==> src/rtl/alt_vipcti130_common_sample_assembler.sv <==
// ---------------------------------------------------------------------------
// alt_vipcti130_common_sample_assembler
//
// Purpose:
//   Receive-side sample assembler for clocked video input. It sits behind the
//   sync extractor and turns the incoming colour-plane stream into whole
//   samples, emitting a one-cycle strobe per sample to the line/field writer.
//     - SD (hd_sdn=0): planes arrive one per valid cycle on vid_data[BPS-1:0]
//       and are collected into NUMBER_OF_COLOUR_PLANES slots.
//     - HD (hd_sdn=1): vid_data already carries a full parallel sample and is
//       simply registered.
//
// Ports:
//   clk           - clock
//   rst_n         - asynchronous reset, active-low
//   sclr          - synchronous clear, re-aligns the plane counter
//   hd_sdn        - 1 = parallel planes (HD), 0 = sequential planes (SD)
//   vid_datavalid - vid_data carries a plane (SD) or a sample (HD)
//   vid_data      - input data, SD uses the low BPS bits only
//   sample_data   - assembled sample, plane 0 in the low BPS bits
//   sample_valid  - one-cycle strobe, sample_data is valid
//   sample_ticks  - index of the next expected plane
//   partial_drop  - one-cycle pulse, an incomplete sample was discarded
// ---------------------------------------------------------------------------
module alt_vipcti130_common_sample_assembler #(
    parameter int BPS                          = 8,
    parameter int NUMBER_OF_COLOUR_PLANES      = 3,
    parameter int LOG2_NUMBER_OF_COLOUR_PLANES = 2
) (
    input  logic                                   clk,
    input  logic                                   rst_n,
    input  logic                                   sclr,
    input  logic                                   hd_sdn,
    input  logic                                   vid_datavalid,
    input  logic [BPS*NUMBER_OF_COLOUR_PLANES-1:0] vid_data,
    output logic [BPS*NUMBER_OF_COLOUR_PLANES-1:0] sample_data,
    output logic                                   sample_valid,
    output logic [LOG2_NUMBER_OF_COLOUR_PLANES-1:0] sample_ticks,
    output logic                                   partial_drop
);

    localparam int NCP = NUMBER_OF_COLOUR_PLANES;
    localparam int CW  = LOG2_NUMBER_OF_COLOUR_PLANES;
    localparam int DW  = BPS * NUMBER_OF_COLOUR_PLANES;
    localparam logic [CW-1:0] LAST_PLANE = CW'(NCP - 1);

    logic [CW-1:0]  cnt_q, cnt_d;
    logic [BPS-1:0] slots_q [NCP];
    logic [BPS-1:0] slots_d [NCP];
    logic [DW-1:0]  sampleData_q, sampleData_d;
    logic           sampleValid_q, sampleValid_d;
    logic           partialDrop_q, partialDrop_d;
    logic           lastHdSdn_q;

    logic           realign;
    logic [CW-1:0]  cntStart;
    logic [DW-1:0]  assembled;

    // Next-state logic. A clear or a mode change restarts the plane count
    // before the current cycle is processed, so the current plane (or HD
    // sample) is handled in the new alignment / new mode. Slots are written
    // by index, so values held across idle gaps never move. The assembled
    // sample merges the stored slots with the plane arriving this cycle, which
    // keeps the latency from final plane to strobe at one cycle.
    always_comb begin
        cnt_d         = cnt_q;
        slots_d       = slots_q;
        sampleData_d  = sampleData_q;
        sampleValid_d = 1'b0;
        partialDrop_d = 1'b0;
        assembled     = '0;

        realign  = sclr | (hd_sdn != lastHdSdn_q);
        cntStart = realign ? '0 : cnt_q;
        cnt_d    = cntStart;

        if (realign && (cnt_q != '0)) begin
            partialDrop_d = 1'b1;
        end

        if (vid_datavalid) begin
            if (hd_sdn) begin
                sampleData_d  = vid_data;
                sampleValid_d = 1'b1;
                cnt_d         = '0;
            end else begin
                slots_d[cntStart] = vid_data[BPS-1:0];
                for (int p = 0; p < NCP; p++) begin
                    assembled[p*BPS +: BPS] = (CW'(p) == cntStart) ? vid_data[BPS-1:0]
                                                                   : slots_q[p];
                end
                if (cntStart == LAST_PLANE) begin
                    sampleData_d  = assembled;
                    sampleValid_d = 1'b1;
                    cnt_d         = '0;
                end else begin
                    cnt_d = cntStart + CW'(1);
                end
            end
        end
    end

    // State and output registers; reset drops any sample in progress without
    // producing a strobe or a drop pulse for it.
    always_ff @(posedge clk or negedge rst_n) begin
        if (!rst_n) begin
            cnt_q         <= '0;
            sampleData_q  <= '0;
            sampleValid_q <= 1'b0;
            partialDrop_q <= 1'b0;
            lastHdSdn_q   <= 1'b0;
            for (int p = 0; p < NCP; p++) begin
                slots_q[p] <= '0;
            end
        end else begin
            cnt_q         <= cnt_d;
            sampleData_q  <= sampleData_d;
            sampleValid_q <= sampleValid_d;
            partialDrop_q <= partialDrop_d;
            lastHdSdn_q   <= hd_sdn;
            for (int p = 0; p < NCP; p++) begin
                slots_q[p] <= slots_d[p];
            end
        end
    end

    assign sample_data  = sampleData_q;
    assign sample_valid = sampleValid_q;
    assign sample_ticks = cnt_q;
    assign partial_drop = partialDrop_q;

endmodule
==> config.mk <==
export PLATFORM = sky130hd
export DESIGN_NAME = alt_vipcti130_common_sample_assembler
export DESIGN_NICKNAME = d
export VERILOG_FILES = /design/src/rtl/alt_vipcti130_common_sample_assembler.sv
export SDC_FILE = /design/constraint.sdc
export NUM_CORES = 1
export LEC_CHECK = 0
export CORE_ASPECT_RATIO = 0.8
export CORE_MARGIN = 4
export CORE_UTILIZATION = 40
export CTS_CLUSTER_SIZE = 30
export DETAILED_ROUTE_END_ITERATION = 10
export PLACE_DENSITY = 0.66
export RECOVER_POWER = 25
export SETUP_SLACK_MARGIN = 0.2
export SLEW_MARGIN = 10
export SYNTH_ARGS = -nofsm -noshare
export SYNTH_HDL_FRONTEND = slang
export SYNTH_SLANG_ARGS = --single-unit
export TNS_END_PERCENT = 20
==> constraint.sdc <==
create_clock -name clk -period 2.8 [get_ports clk]
set_input_delay 0.42 -clock clk [delete_from_list [all_inputs] [get_ports clk]]
set_output_delay 0.42 -clock clk [all_outputs]
set_load 0.03 [all_outputs]
Yosys cells after proc, flatten, opt, wreduce, memory -nomap -nowiden
Cells that the tools add are included.

Logic and storage cells: 41. Bits in registers: 53. Output and inout bits: 28.

Multiplexer cells: 16. Equality and inequality tests: 4. Reduce and logical (&&, ||, !) cells: 7. $add $sub $neg: 1. Bitwise logic cells: 3. Order comparisons: 2.

Operators by type and width (count): 24-bit two-way mux (2); 8-bit two-way mux (4); 24-bit bitwise mux (1); 8-bit demux with 2-bit select (1); 2-bit two-way mux (4); 1-bit two-way mux (4); 2-bit AND reduction (2); 2-bit nonzero test (2); 3-bit >= comparator (second input constant) (1); 3-bit by 1-bit < comparator with 1-bit output (second input constant) (1); 2-bit inverter with 3-bit output (1); 2-bit by 1-bit adder with 2-bit output (second input constant) (1); 1-bit by 2-bit equality test with 1-bit output (first input constant) (1); 2-bit equality test (first input constant) (1); 2-bit equality test (second input constant) (1); 1-bit logical AND (2); 2-bit zero test (1); 1-bit inequality test (1); 1-bit inverter (1); 1-bit OR (1).

Logic depth before layout (Yosys ltp)
Gate-level depths: netlist of run 1.

Depth after elaboration: 9. Gate-level depth with buffers: 7.

Worst setup path after synthesis of run 1
OpenSTA, ideal clock, no wires.

Path type: flip-flop to flip-flop. Start point: register cnt_q[0], in the netlist sample_ticks[0]. End point: register sampleData_q[10], in the netlist sample_data[10]. Slack: 1.143 ns. Arrival: 1.528 ns. Data required time: 2.671 ns. Buffers on the path: 2. Cell stages (with the launch flop): 7. Setup time: 0.129 ns. Cells stage by stage: dfrtp_1 > nor4b_4 > o21ai_2 > buf_6 > buf_6 > nand2_1 > o31ai_1.

Longest elaborated chain between the ends: 5. Elaborated cells between the ends (all ways): 8. Classes of those cells: 2 x eq/ne; 4 x mux; 2 x reduce/logical.

Ends and longest elaborated chain: start, declared (line 47) `logic [CW-1:0] cnt_q, cnt_d;`; start signal, assigned (line 116) `cnt_q <= cnt_d;`; 2-bit two-way mux * (line 74) `cntStart = realign ? '0 : cnt_q;`; 1-bit by 2-bit equality test with 1-bit output (line 89) `assembled[p*BPS +: BPS] = (CW'(p) == cntStart) ? vid_data[BPS-1:0]`; 8-bit two-way mux (line 89); 24-bit two-way mux (line 92) `if (cntStart == LAST_PLANE) begin`; 24-bit two-way mux (line 82) `if (hd_sdn) begin`; end signal, assigned (line 117) `sampleData_q <= sampleData_d;`; end, declared (line 50) `logic [DW-1:0] sampleData_q, sampleData_d;`.

Every way passes the cells marked *; elsewhere a longest branch is shown, timed or not. The select of a mux whose other input is x is not followed. A chain may end at the register's enable or synchronous reset.

Worst setup path after layout of run 1
Start point: input hd_sdn. End point: register sampleData_q[13], in the netlist sample_data[13].

Longest elaborated chain between the ends: 7. Elaborated cells between the ends (all ways): 10. Classes of those cells: 3 x eq/ne; 4 x mux; 1 x bitwise; 2 x reduce/logical.

Ends and longest elaborated chain: start, declared (line 33) `input logic hd_sdn,`; 1-bit inequality test (line 73) `realign = sclr | (hd_sdn != lastHdSdn_q);`; 1-bit OR (line 73); 2-bit two-way mux (line 74); 1-bit by 2-bit equality test with 1-bit output (line 89); 8-bit two-way mux (line 89); 24-bit two-way mux (line 92); 24-bit two-way mux (line 82).

Several ways; a longest one is shown, not always the timed one. The select of a mux whose other input is x is not followed.

==> results.cfg, run 1 <==
[run_status]
status = complete, no violations

[drt]
drt_iter0_markers = 82
first_pass_iters = 4
drt-vias-per-instance = 5.33
wl_per_cell_um = 16.6
ant_nets = 0
drc_errors = 0
routed-via-count = 1845
drt_wl_total_um = 5730

[global_routing]
grt_max_degree = 35
grt_pass1_wl_um = 9440
grt_usage_pct = 16.6
grt_pass1_vias = 1818
antenna_found_initial = 0
grt_overflow = 0

[placement]
postPlaceCellArea_um2 = 3070
hpwl_um = 4140
portBuffers = 56
place.gp.congestion = 0.774

[sta]
max_freq_mhz = 487
setup-violations-final = 0
worst_pin_slew_ns = 1.09
final_max_slew_viol_count = 0
skew_ns = 0.00438
rsz0062_at_grt = false
period_share_pct = 73.3
period_minus_slack_ns = 2.05
final_hold_viol_count = 0
relSlewSlack_pct = 27.0
fin_setup_tns_ns = 0

[yosys]
synth_ff_type = dfrtp_1
synth_seq_cells = 53
ys.warnings.count = 0
netlist_instances = 208
yosysMostFrequentCell = dfrtp_1
syn_nets = 237
synthTopCellsByArea = dfrtp_1 54%, mux2_2 11%, a221oi_1 5.7%
yosysTopAreaCell = dfrtp_1
avgSynthCellArea_um2 = 11.8
synth_edf_count = 0
synth.cell_area_um2 = 2450
ys_types = 27
async_reset_ff_share_pct = 100
ys_top_cells_by_count = 53 x dfrtp_1, 25 x nand2_1, 24 x mux2_2, 19 x nor2b_1
ys_seq_area_share_pct = 54.1
netlist.area_leader.share_pct = 54.1

[floorplanning]
num_rows = 25
die_y_um = 78.0
die_area_um2 = 7460
coreArea_um2 = 5940
ios = 57
start_util_pct = 41.3
die_w_um = 95.5

[run]
cap_violations = 0

[worst_setup_path]
r2r_start = lastHdSdn_q
crit_family = buffers and inverters
reg2reg_to = sample_data[13]
cp-start-kind = primary input
path_class = primary input to flop
worstRegToRegCells = 4
crit_buf_inv = 1
worst-path-max-fanout = 8
cp.arrival_ns = 2.24
crit_required_ns = 2.99
path_cells = dlygate4sd3_1 -> xnor2_1 -> nand3_1 -> a221oi_1 -> o31ai_1
cp_slowest_cell = dlygate4sd3_1
regToRegSetupSlack_ns = 0.95
slowest_delay_ns = 0.64
cp-end-kind = flop

[pwr]
power.density_nw_per_um2 = 609
total_leakage_power_nw = 1.33
finalPower_mw = 1.94
peakVddDrop_mv = 0.287

[layout]
drive_above_1_share_pct = 15.5
regArea_um2 = 1330
syn2layout_area_growth_pct = 29.8
nFillCells = 564
diodes = 0
fin_nets = 293
multi_input_area_um2 = 1030
final_area_um2 = 3180

[cts]
cts_buffer_depth = 2
cts_setup_buffers = 0
cts_resized = 0
path_clk_slew_ns = 0.09
cts_made_buffers = 5
clkSinkCount = 53
cts_tree = done
hold_buffers = 0
root_buffer = clkbuf_8
cts_htree_levels = 2
clock_latency_ns = 0.31

[worst_hold_path]
min_path_type = primary input to asynchronous set/reset pin
worst max path at each step:
stage | end | depth (start not counted) | startpoint
floorplan | sample_data[10] | 6 | sample_ticks[0]
global placement | sample_data[9] | 5 | hd_sdn
detailed placement | sample_data[13] | 5 | hd_sdn
CTS | sample_ticks[0] | 1 | sample_ticks[0]
global route | slots_q[1] | 4 | hd_sdn
finish | sample_data[13] | 5 | hd_sdn
area by class of cell:
type                            count  area share, %
Sequential cell                    53           41.7
Multi-Input combinational cell    139           32.3
Timing Repair Buffer               63           19.0
Tap cell                           81           3.18
Clock buffer                        7           2.71
Clock inverter                      1          0.943
Inverter                            2          0.236
sequential cells by signal (all words and copies together) (netlist names):
name / cells
sample_data: 24
slots_q: 24
sample_ticks: 2
lastHdSdn_q: 1
partial_drop: 1
sample_valid: 1
routing by layer:
metal,global-route usage [%],share of wire [%],up-vias
met5,0,0,-
met4,3.55,0.30,0
met3,6.13,8.1,2
met2,21.9,41,73
met1,25.8,51,893
li1,-,-,877
layout by cell type, fill, tap and decap left out, types with 2 or more instances in the layout:
cell type / count
a21oi_1: 3
a221oi_1: 16
buf_4: 6
clkbuf_1: 2
clkbuf_8: 6
clkdlybuf4s50_1: 54
dfrtp_1: 53
inv_1: 2
mux2_2: 24
mux2i_1: 8
nand2_1: 25
nand3_1: 3
nand4b_1: 2
nor2_1: 2
nor2b_1: 19
o21ai_0: 11
o31ai_1: 16
kinds of logic after synthesis:
kind of cell / count (synthesis) / share of synthesized area [%]
AOI/OAI and AO/OA: 49 / 14.5
xor gates and xnor gates: 1 / 0.357
buffers and inverters: 16 / 3.98
DFF: 53 / 54.1
muxes: 32 / 14.3
and+or+nand+nor: 57 / 12.8
metrics by stage:
step	setup slack (ns)	cells	hold slack [ns]	utilization [%]
4_1_cts	0.813	346	0.0554	53.6
2_1_floorplan	1.14	208	0.124	-
6_report	0.748	346	0.292	53.6
3_3_place_gp	0.578	338	0.390	51.7
5_1_grt	0.656	346	0.351	53.6
3_5_place_dp	0.527	338	0.395	51.7
worst reg2reg max path, stage by stage, from the launching register on:
cell,delay [ns]
dfrtp_1,0.52
xnor2_1,0.31
nand3_1,0.30
a221oi_1,0.46
o31ai_1,0.13
report_power, final:
| part | total [mW] | internal [mW] | switching [mW] |
|---|---|---|---|
| registers | 0.932 | 0.869 | 0.0630 |
| logic | 0.462 | 0.218 | 0.244 |
| clock network | 0.545 | 0.292 | 0.253 |
(Power assumes the default switching activity.)
==> run 2, diff against run 1 <==
- clock period: 2.8 -> 1.95 ns (I/O delays scaled with it)
==> results.cfg, run 2 (synthesized netlist as in run 1, its figures left out) <==
[sta]
period_share_pct = 85.4
setup-violations-final = 0
relSlewSlack_pct = 75.1
rsz0062_at_grt = false
max_freq_mhz = 600
worst_pin_slew_ns = 0.374
final_hold_viol_count = 0
final_max_slew_viol_count = 0
skew_ns = 0.00327
fin_setup_tns_ns = 0
whs_ns = 0.481
period_minus_slack_ns = 1.67

[drt]
drt_iter0_markers = 121
drt_wl_total_um = 5620
routed-via-count = 1845
wl_per_cell_um = 15.8
ant_nets = 0
first_pass_iters = 4
drc_errors = 0
drt-vias-per-instance = 5.18

[pwr]
p_comb_share_pct = 25.6
total_leakage_power_nw = 1.41
pwr-share-clk_pct = 24.3
p_sw_share_pct = 29.9
power.density_nw_per_um2 = 809
peakVddDrop_mv = 0.389
seq_power_share_pct = 50.1
switchingPower_mw = 0.797
internal_power_mw = 1.87
finalPower_mw = 2.66

[layout]
diodes = 0
fin_nets = 303
mostFrequentLayoutCells = 53 x clkdlybuf4s50_1, 52 x dfrtp_1, 25 x nand2_1
final_area_um2 = 3290
final_common_cell = clkdlybuf4s50_1
syn2layout_area_growth_pct = 34.2
drive_above_1_share_pct = 19.6

[run]
cap_violations = 0

[worst_setup_path]
path_cells = clkdlybuf4s50_1
cp_slowest_cell = clkdlybuf4s50_1
cp-end-kind = primary output
crit_buf_inv = 1
cp-start-kind = flop
worst-path-max-fanout = 2
crit_family = buffers and inverters
path_class = flop to primary output
cp.arrival_ns = 1.37
slowest_delay_ns = 0.69
crit_required_ns = 1.66

[cts]
clock_latency_ns = 0.30
path_clk_slew_ns = 0.09
cts_htree_levels = 2
clkSinkCount = 53
cts_buffer_depth = 2
cts_made_buffers = 5
cts_tree = done
root_buffer = clkbuf_8

[floorplanning]
die_area_um2 = 7460
coreArea_um2 = 5940
die_y_um = 78.0
start_util_pct = 41.3
ios = 57
die_w_um = 95.5
num_rows = 25

[global_routing]
grt_pass1_vias = 1776
grt_usage_pct = 15.7
grt_pass1_wl_um = 9140
grt_overflow = 0
antenna_found_initial = 0
grt_max_degree = 54

[placement]
hpwl_um = 3910
portBuffers = 56
postPlaceCellArea_um2 = 3150
place.gp.congestion = 0.817

[run_status]
status = complete, no violations

[worst_hold_path]
min_path_type = flop to flop
## run 2: metal layers
metal	part of all wire (%)	routed length, um	GRT usage, %
met1	52	2920	25.9
met2	39	2190	20.0
met3	8.3	465	3.74
met4	0.82	46	4.26
met5	0	0	0
## run 2: per-stage QoR
step | utilization (%) | worst slack, ns | cells
finish | 55.4 | 0.285 | 356
global route | 55.4 | 0.183 | 356
CTS | 54.9 | 0.163 | 354
detailed placement | 53.0 | -0.0138 | 345
global placement | 53.0 | 0.00259 | 345
floorplan | - | 0.293 | 208
## run 2: area by class of cell
| cell class | count | area (um2) |
|---|---|---|
| Inverter | 2 | 7.51 |
| Sequential cell | 53 | 1330 |
| Timing Repair Buffer | 73 | 711 |
| Fill cell | 546 | 2650 |
| Multi-Input combinational cell | 139 | 1050 |
| Clock buffer | 6 | 82.6 |
| Tap cell | 81 | 101 |
| Clock inverter | 2 | 13.8 |
## run 2: power groups by stage
| stage | Sequential [mW] | Combinational (mW) | Clock [mW] |
|---|---|---|---|
| 2_1_floorplan | 1.49 | 0.237 | 0 |
| 3_3_place_gp | 1.35 | 0.672 | 0 |
| 3_5_place_dp | 1.35 | 0.681 | 0 |
| 4_1_cts | 1.33 | 0.686 | 0.669 |
| 5_1_grt | 1.35 | 0.743 | 0.714 |
| 6_report | 1.33 | 0.683 | 0.647 |
## run 2: what timing repair did
item	4_1_cts	5_1_grt
hold endpoints to repair	53	0
pin swaps	0	0
hold buffers	1	0
resized for setup	2	4
setup buffers	0	2
endpoints found under the setup margin	10	23
gates cloned	0	0
## run 2: path summary, 6_finish.rpt
kind                                   end       startpoint  cells after the start  slack, ns
setup / recovery           sample_data[18]  sample_data[18]                      1       0.28
hold / removal             sample_data[12]  sample_data[12]                      2       0.48
setup reg to reg           sample_data[10]      lastHdSdn_q                      5       0.29
max in group asynchronous   sample_data[7]            rst_n                      3       1.17
min in group asynchronous      slots_q[14]            rst_n                      3       0.54
hold reg to reg            sample_data[12]  sample_data[12]                      2       0.48
==> run 3, diff against run 2 <==
- CORE_MARGIN: 4 -> default
==> results.cfg, run 3 (synthesized netlist as in run 1, its figures left out) <==
[drt]
ant_nets = 0
drt_iter0_markers = 107
wl_per_cell_um = 14.8
first_pass_iters = 4
drc_errors = 0
routed-via-count = 1827
drt-vias-per-instance = 5.13
drt_wl_total_um = 5290

[pwr]
pwr-share-clk_pct = 23.3
peakVddDrop_mv = 0.387
p_comb_share_pct = 25.9
internal_power_mw = 1.83
switchingPower_mw = 0.791
seq_power_share_pct = 50.8
total_leakage_power_nw = 1.39
p_sw_share_pct = 30.1
power.density_nw_per_um2 = 800
finalPower_mw = 2.62

[sta]
final_max_slew_viol_count = 0
setup-violations-final = 0
skew_ns = 0.00832
period_minus_slack_ns = 1.76
rsz0062_at_grt = true
max_freq_mhz = 568
worst_pin_slew_ns = 1.31
period_share_pct = 90.2
final_hold_viol_count = 0
fin_setup_tns_ns = 0
relSlewSlack_pct = 12.8

[layout]
syn2layout_area_growth_pct = 33.6
mostFrequentLayoutCells = 52 x clkdlybuf4s50_1, 52 x dfrtp_1, 25 x nand2_1
multi_input_area_um2 = 1040
nFillCells = 509
finalNonFillerCells = 356
regArea_um2 = 1330
final_area_um2 = 3280
diodes = 0
fin_nets = 303
drive_above_1_share_pct = 18.9

[cts]
cts_tree = done
clock_latency_ns = 0.30
root_buffer = clkbuf_8
cts_buffer_depth = 2
clkSinkCount = 53
path_clk_slew_ns = 0.09
cts_made_buffers = 5
cts_htree_levels = 2

[global_routing]
grt_pass1_vias = 1695
antenna_found_initial = 0
grt_overflow = 0
grt_pass1_wl_um = 8620
grt_max_degree = 34
grt_usage_pct = 17.5

[worst_setup_path]
worst-path-max-fanout = 8
slowest_delay_ns = 0.73
cp-start-kind = primary input
cp_slowest_cell = dlygate4sd3_1
regToRegSetupSlack_ns = 0.31
crit_buf_inv = 2
crit_required_ns = 2.14
cp-end-kind = flop
path_cells = dlygate4sd3_1 -> buf_4 -> o31a_1 -> mux2_2
cp.arrival_ns = 1.95
crit_family = buffers and inverters
path_class = primary input to flop

[run_status]
status = complete, no violations

[floorplanning]
die_y_um = 72.0
die_w_um = 89.5
num_rows = 25
start_util_pct = 41.5
coreArea_um2 = 5910
die_area_um2 = 6450
ios = 57

[placement]
hpwl_um = 3750
portBuffers = 56
place.gp.congestion = 0.780
postPlaceCellArea_um2 = 3160
placedCellCount = 346

[worst_hold_path]
min_path_type = flop to flop

[run]
cap_violations = 0
## run 3: cell types whose count changed in the layout (fill, tap and decap cells not counted), sizes merged
cell and change:
clkdlybuf4s50 -1, clkinv -2, clkinvlp +2, dlygate4sd3 +1
## run 3: timing repair
item,in CTS,in global routing
setup endpoints to repair,10,27
gates resized for setup,2,3
hold buffers,1,0
hold endpoints to repair,22,0
buffers inserted,0,1
## run 3: final cells by class
cell class	count	share of cell area, %
clock buffers	6	2.21
clock inverters	2	0.458
inverters	2	0.229
multi-input cells	139	31.8
flip-flops and latches	53	40.5
well taps	81	3.09
repair buffers	73	21.7
## run 3: path summary, 6_finish.rpt
check,from,end,cells past startpoint
max,sclr,slots_q[21],4
min,sample_data[15],sample_data[15],2
max reg2reg,sample_ticks[1],sample_data[11],5
min reg2reg,sample_data[15],sample_data[15],2
max in group asynchronous,rst_n,sample_data[4],3
min in group asynchronous,rst_n,sample_data[15],2
## run 3: worst reg2reg max path: stages (launching register included)
cell,delay [ns]
dfrtp_1,0.47
and2b_1,0.30
nand3_1,0.09
buf_4,0.17
a221oi_1,0.39
o31ai_1,0.12
## run 3: metrics by stage
step / utilization, % / hold WS [ns] / worst slack, ns
after global routing: 55.4 / 0.515 / 0.0948
after global placement: 53.4 / 0.309 / 0.00234
after floorplan: - / -0.00309 / 0.293
after CTS: 55.1 / 0.488 / 0.147
after detailed placement: 53.4 / 0.305 / -0.0567
final: 55.4 / 0.479 / 0.190
## run 3: power groups by stage
stage	clock network [mW]	logic [mW]	registers, mW
2_1_floorplan	0	0.237	1.49
3_3_place_gp	0	0.674	1.35
3_5_place_dp	0	0.680	1.35
4_1_cts	0.638	0.685	1.33
5_1_grt	0.685	0.735	1.35
6_report	0.610	0.680	1.33
## run 3: metal layers
layer	vias to the layer above	GRT usage, %	wire (um)
met5	-	0	0
met1	862	27.8	2850
met3	5	3.64	322
met2	67	23.9	2080
li1	893	-	-
met4	0	4.76	38
